<file path="src/rtl/cpu_bus_ctrl.sv">
// Downstream bus controller for the 65832 core data bus.
// Routes each single-word core request to the external memory port,
// the internal 8-word I/O register bank, or unmapped space, and turns
// a non-responding memory access into a timeout error.
module cpu_bus_ctrl #(
    parameter int              DW       = 32,
    parameter int              AW       = 32,
    parameter logic [AW-1:0]   MEM_BASE = 32'h0001_0000,
    parameter int              MEM_AW   = 16,
    parameter logic [AW-1:0]   IO_BASE  = 32'hFFFF_FF00,
    parameter int              TIMEOUT  = 15,
    parameter logic [DW-1:0]   ID_VALUE = 32'h6583_2001
) (
    input  logic              i_cpu_clk,
    input  logic              i_rst_n,
    input  logic              i_bus_clk,
    input  logic              i_bus_we,
    input  logic [AW-1:0]     i_bus_addr,
    input  logic [DW-1:0]     i_bus_data,
    output logic [DW-1:0]     o_bus_data,
    output logic              o_bus_data_ready,
    output logic              o_mem_req,
    output logic              o_mem_we,
    output logic [MEM_AW-1:0] o_mem_addr,
    output logic [DW-1:0]     o_mem_wdata,
    input  logic [DW-1:0]     i_mem_rdata,
    input  logic              i_mem_ack,
    output logic [DW-1:0]     o_io_out,
    output logic [7:0]        o_timeout_count,
    output logic [7:0]        o_unmapped_count
);

    localparam int TW = $clog2(TIMEOUT) + 1;

    typedef enum logic [1:0] {IDLE, MEM_WAIT, RELEASE} state_t;

    state_t             state_q, state_d;
    logic [TW-1:0]      timer_q, timer_d;
    logic [DW-1:0]      io_reg_q [0:7];
    logic [DW-1:0]      data_d, wdata_d, io_rd;
    logic [MEM_AW-1:0]  addr_d;
    logic               ready_d, req_d, we_d, io_we;
    logic [7:0]         tcnt_d, ucnt_d;
    logic               mem_hit, io_hit;
    logic [2:0]         io_idx;

    // Address decode; memory takes priority over the I/O bank.
    always_comb begin
        mem_hit = (i_bus_addr[AW-1:MEM_AW] == MEM_BASE[AW-1:MEM_AW]);
        io_hit  = (i_bus_addr[AW-1:5] == IO_BASE[AW-1:5]);
        io_idx  = i_bus_addr[4:2];
        io_rd   = (io_idx == 3'd0) ? ID_VALUE : io_reg_q[io_idx];
    end

    // Next-state and next-output logic; every output is registered below.
    always_comb begin
        state_d = state_q;
        timer_d = timer_q;
        ready_d = 1'b0;
        data_d  = o_bus_data;
        req_d   = o_mem_req;
        we_d    = o_mem_we;
        addr_d  = o_mem_addr;
        wdata_d = o_mem_wdata;
        tcnt_d  = o_timeout_count;
        ucnt_d  = o_unmapped_count;
        io_we   = 1'b0;
        case (state_q)
            IDLE: begin
                if (i_bus_clk) begin
                    if (mem_hit) begin
                        req_d   = 1'b1;
                        we_d    = i_bus_we;
                        addr_d  = i_bus_addr[MEM_AW-1:0];
                        wdata_d = i_bus_data;
                        timer_d = '0;
                        state_d = MEM_WAIT;
                    end else if (io_hit) begin
                        // Register 0 is the read-only ID; writes to it are dropped.
                        io_we   = i_bus_we && (io_idx != 3'd0);
                        data_d  = i_bus_we ? '0 : io_rd;
                        ready_d = 1'b1;
                        state_d = RELEASE;
                    end else begin
                        data_d  = '1;
                        if (o_unmapped_count != 8'hFF) ucnt_d = o_unmapped_count + 8'd1;
                        ready_d = 1'b1;
                        state_d = RELEASE;
                    end
                end
            end
            MEM_WAIT: begin
                // An ack arriving on the final timeout cycle still completes normally.
                if (i_mem_ack) begin
                    req_d   = 1'b0;
                    data_d  = o_mem_we ? '0 : i_mem_rdata;
                    ready_d = 1'b1;
                    state_d = RELEASE;
                end else if (timer_q == TW'(TIMEOUT - 1)) begin
                    req_d   = 1'b0;
                    data_d  = '1;
                    if (o_timeout_count != 8'hFF) tcnt_d = o_timeout_count + 8'd1;
                    ready_d = 1'b1;
                    state_d = RELEASE;
                end else begin
                    timer_d = timer_q + TW'(1);
                end
            end
            RELEASE: begin
                // Wait for the core to drop its strobe so one request is served once.
                if (!i_bus_clk) state_d = IDLE;
            end
            default: state_d = IDLE;
        endcase
    end

    // State, timer and registered outputs.
    always_ff @(posedge i_cpu_clk or negedge i_rst_n) begin
        if (!i_rst_n) begin
            state_q          <= IDLE;
            timer_q          <= '0;
            o_bus_data       <= '0;
            o_bus_data_ready <= 1'b0;
            o_mem_req        <= 1'b0;
            o_mem_we         <= 1'b0;
            o_mem_addr       <= '0;
            o_mem_wdata      <= '0;
            o_timeout_count  <= '0;
            o_unmapped_count <= '0;
        end else begin
            state_q          <= state_d;
            timer_q          <= timer_d;
            o_bus_data       <= data_d;
            o_bus_data_ready <= ready_d;
            o_mem_req        <= req_d;
            o_mem_we         <= we_d;
            o_mem_addr       <= addr_d;
            o_mem_wdata      <= wdata_d;
            o_timeout_count  <= tcnt_d;
            o_unmapped_count <= ucnt_d;
        end
    end

    // I/O register bank; entry 0 is never written and reads as ID_VALUE.
    always_ff @(posedge i_cpu_clk or negedge i_rst_n) begin
        if (!i_rst_n) begin
            for (int i = 0; i < 8; i++) io_reg_q[i] <= '0;
        end else if (io_we) begin
            io_reg_q[io_idx] <= i_bus_data;
        end
    end

    assign o_io_out = io_reg_q[1];

endmodule

</file>
<file path="config.mk">
export PLATFORM = sky130hd
export DESIGN_NAME = cpu_bus_ctrl
export DESIGN_NICKNAME = d
export VERILOG_FILES = /design/src/rtl/cpu_bus_ctrl.sv
export SDC_FILE = /design/constraint.sdc
export NUM_CORES = 1
export LEC_CHECK = 0
export ABC_AREA = 1
export CAP_MARGIN = 20
export CORE_MARGIN = 2
export CORE_UTILIZATION = 40
export CTS_CLUSTER_DIAMETER = 30
export DETAILED_ROUTE_END_ITERATION = 8
export PLACE_DENSITY = 0.64
export SLEW_MARGIN = 10
export SYNTH_ARGS = -nofsm -noshare
export SYNTH_HDL_FRONTEND = slang
export SYNTH_SLANG_ARGS = --single-unit
</file>
<file path="constraint.sdc">
create_clock -name i_cpu_clk -period 2.6 [get_ports i_cpu_clk]
set_input_delay 0.39 -clock i_cpu_clk [delete_from_list [all_inputs] [get_ports i_cpu_clk]]
set_output_delay 0.39 -clock i_cpu_clk [all_outputs]
set_load 0.01 [all_outputs]
</file>
==> metrics.csv <==
stage,metric,value,unit
grt,grt_pass1_wl,90400,um
clocking,clk_pin_slew_worst_paths,0.04,ns
clocking,cts_buffers,88,
route,wl_per_cell,17.8,um
sta,slew-limit-headroom,0.409,
synthesis,ys_top_cells_by_area,"dfrtp_1 (50%), nand2_1 (26%), nand3_1 (7.2%)",
synthesis,ys_types,24,
route,drt_wl_total,57800,um
die,rows,76,
sta,maxSlewViolCount,0,
grt,grt_max_degree,88,
setup_path,cp.arrival,1.65,ns
clocking,cts-root-buf,clkbuf_16,
pwr,total_power,20.2,mW
synthesis,ys_warn_count,0,
sta,rsz0062_at_grt,no,
layout,layout_common_cells,"nand2_1 (1214), dfrtp_1 (350), nand3_1 (250), clkdlybuf4s50_1 (227), nor2_1 (101)",
clocking,clkLatencyLatePin,0.61,ns
setup_path,slowest_delay,0.58,ns
route,viasPerCell,5.03,
die,dieArea,45300,um^2
job,max_cap_violations,0,
route,vias,16352,
layout,final_common_cell,nand2_1,
setup_path,cp_cell_sequence,clkdlybuf4s50_1,
layout,layout.nets,2693,
layout,area_delta_synth_final,34.8,%
clocking,cts_setup_buffers,0,
sta,setup_viol,0,
setup_path,start_kind,flip-flop,
synthesis,synth.top_cell.area_share,0.503,
placed_design,dpl.hpwl,37300,um
setup_path,cp_data_required_time,2.21,ns
setup_path,crit_type,flip-flop to output port,
setup_path,crit_family,buffers and inverters,
sta,period_minus_slack,2.04,ns
sta,fmax,491,MHz
route,drc,0,
clocking,clockBufferDepth,3,
grt,antenna_found_initial,1,
layout,drive_gt1_frac,0.0950,
die,die_width,213,um
sta,setup_tns,0,ns
synthesis,synth_top_cell_by_area,dfrtp_1,
setup_path,endpoint_kind,output port,
placed_design,gp_congestion,0.809,
synthesis,syn_nets,2513,
clocking,clock-sinks,350,
die,placeableCoreArea,43100,um^2
pwr,peakVddDrop,0.657,mV
grt,grt_overflow,0,
pwr,p_per_area,862,nW/um^2
grt,grt_pass1_vias,16164,
synthesis,synthCells,2408,
route,first_iter_violations,1538,
synthesis,synth-seq-cells,350,
clocking,cts_max_level,3,
placed_design,port-buffer-count,231,
die,initial_core_util,0.405,
setup_path,crit_path_max_fanout,3,
grt,grt_usage,0.259,
sta,fin_crit_sh,0.783,
synthesis,synthesis.area,17400,um^2
pwr,total_leakage_power,12.4,nW
die,ios,232,
status,outcome,finished clean,
sta,hold_viol,0,
sta,worst_pin_slew,0.883,ns
sta,finalClockSkew,0.0335,ns
die,die_y,213,um
synthesis,ys_seq_area_frac,0.503,
hold_path,hp-class,input port to flip-flop,
setup_path,ff2ff_setup_slack,0.58,ns
clocking,cts_tree,built,
route,dr.pass1.iters,5,
setup_path,cpMaxStageDelayCell,clkdlybuf4s50_1,
route,ant_nets,0,
synthesis,syn_area_per_cell,7.24,um^2
setup_path,crit_buf_inv,1,
synth_stat cells (all sizes together):
master	instances
xor2	13
xnor2	3
nand3b	1
ha	4
buf	124
nand2	1219
nand3	250
o21ai	77
dfrtp	350
a21oi	32
o31ai	1
nor3	1
clkbuf	102
nor2	105
nand4	26
inv	100
worst register-to-register path, cell delays in order, from the launching register on:
cell and delay (ns):
dfrtp_1 0.43, ha_1 0.25, nand2_1 0.09, nor3_1 0.07, nand3_1 0.07, nand2_1 0.05, nor2_1 0.53, inv_1 0.23
nand2_1 0.11, nand2_1 0.07
what timing repair did:
item / in CTS / in global routing
hold buffers: 1 / 0
endpoints found under the hold margin: 74 / 0
resized for setup: 0 / 0
layout make-up:
| cell class | instances | area (um^2) |
|---|---|---|
| timing repair buffer | 316 | 3170 |
| fill | 4021 | 19600 |
| sequential | 350 | 8760 |
| clock inverter | 37 | 602 |
| tap | 585 | 732 |
| antenna | 1 | 2.50 |
| multi-input combinational | 1732 | 7170 |
| inverter | 100 | 377 |
| clock buffer | 127 | 2680 |
layer usage:
layer | global-route usage | routed length [um] | vias to the layer above
met3 | 0.0635 | 4990 | 114
met5 | 0 | 0 | -
met2 | 0.416 | 27000 | 712
met1 | 0.339 | 24100 | 7711
met4 | 0.0960 | 1810 | 0
li1 | - | - | 7815
cells by family after synthesis:
logic type,share of synthesized area
AO/OA/AOI/OAI,0.0317
adder cells (fa/ha/maj),0.00287
buffers and inverters,0.0866
flip-flops,0.503
XOR/XNOR,0.00804
AND/OR/NAND/NOR,0.368
report_power, final:
part	switching [mW]	total, mW	internal [mW]
Clock	3.33	11.9	8.56
Combinational	1.34	2.36	1.02
Sequential	0.208	5.99	5.78
final timing paths:
check / cells after the start / to / startpoint
setup / recovery: 1 / o_io_out[0] / o_io_out[0]
hold / removal: 6 / o_io_out[27] / i_bus_addr[4]
setup reg to reg: 9 / o_unmapped_count[1] / o_unmapped_count[0]
hold reg to reg: 0 / io_reg_q[236] / io_reg_q[236]
max in group asynchronous: 3 / o_timeout_count[5] / i_rst_n
min in group asynchronous: 2 / o_mem_wdata[22] / i_rst_n
stage by stage:
step	setup WS (ns)	hold WS, ns	std cells	instance area (um^2)	utilization
6_report	0.565	0.307	3248	23500	0.545
5_1_grt	0.330	0.314	3247	23500	0.545
4_1_cts	0.564	0.266	3247	23500	0.545
3_5_place_dp	0.0313	0.366	3082	20200	0.469
3_3_place_gp	0.0693	0.365	3082	20200	0.469
2_1_floorplan	0.995	0.0944	2408	17400	-
sequential cells by signal, summed over array words and instances (netlist names):
name and count:
o_mem_addr 16, o_bus_data_ready 1, o_mem_req 1, o_io_out 32, timer_q 5, o_unmapped_count 8, o_bus_data 32, o_mem_we 1
io_reg_q 212, o_mem_wdata 32, state_q 2, o_timeout_count 8
Power figures use the tool's default switching activity.
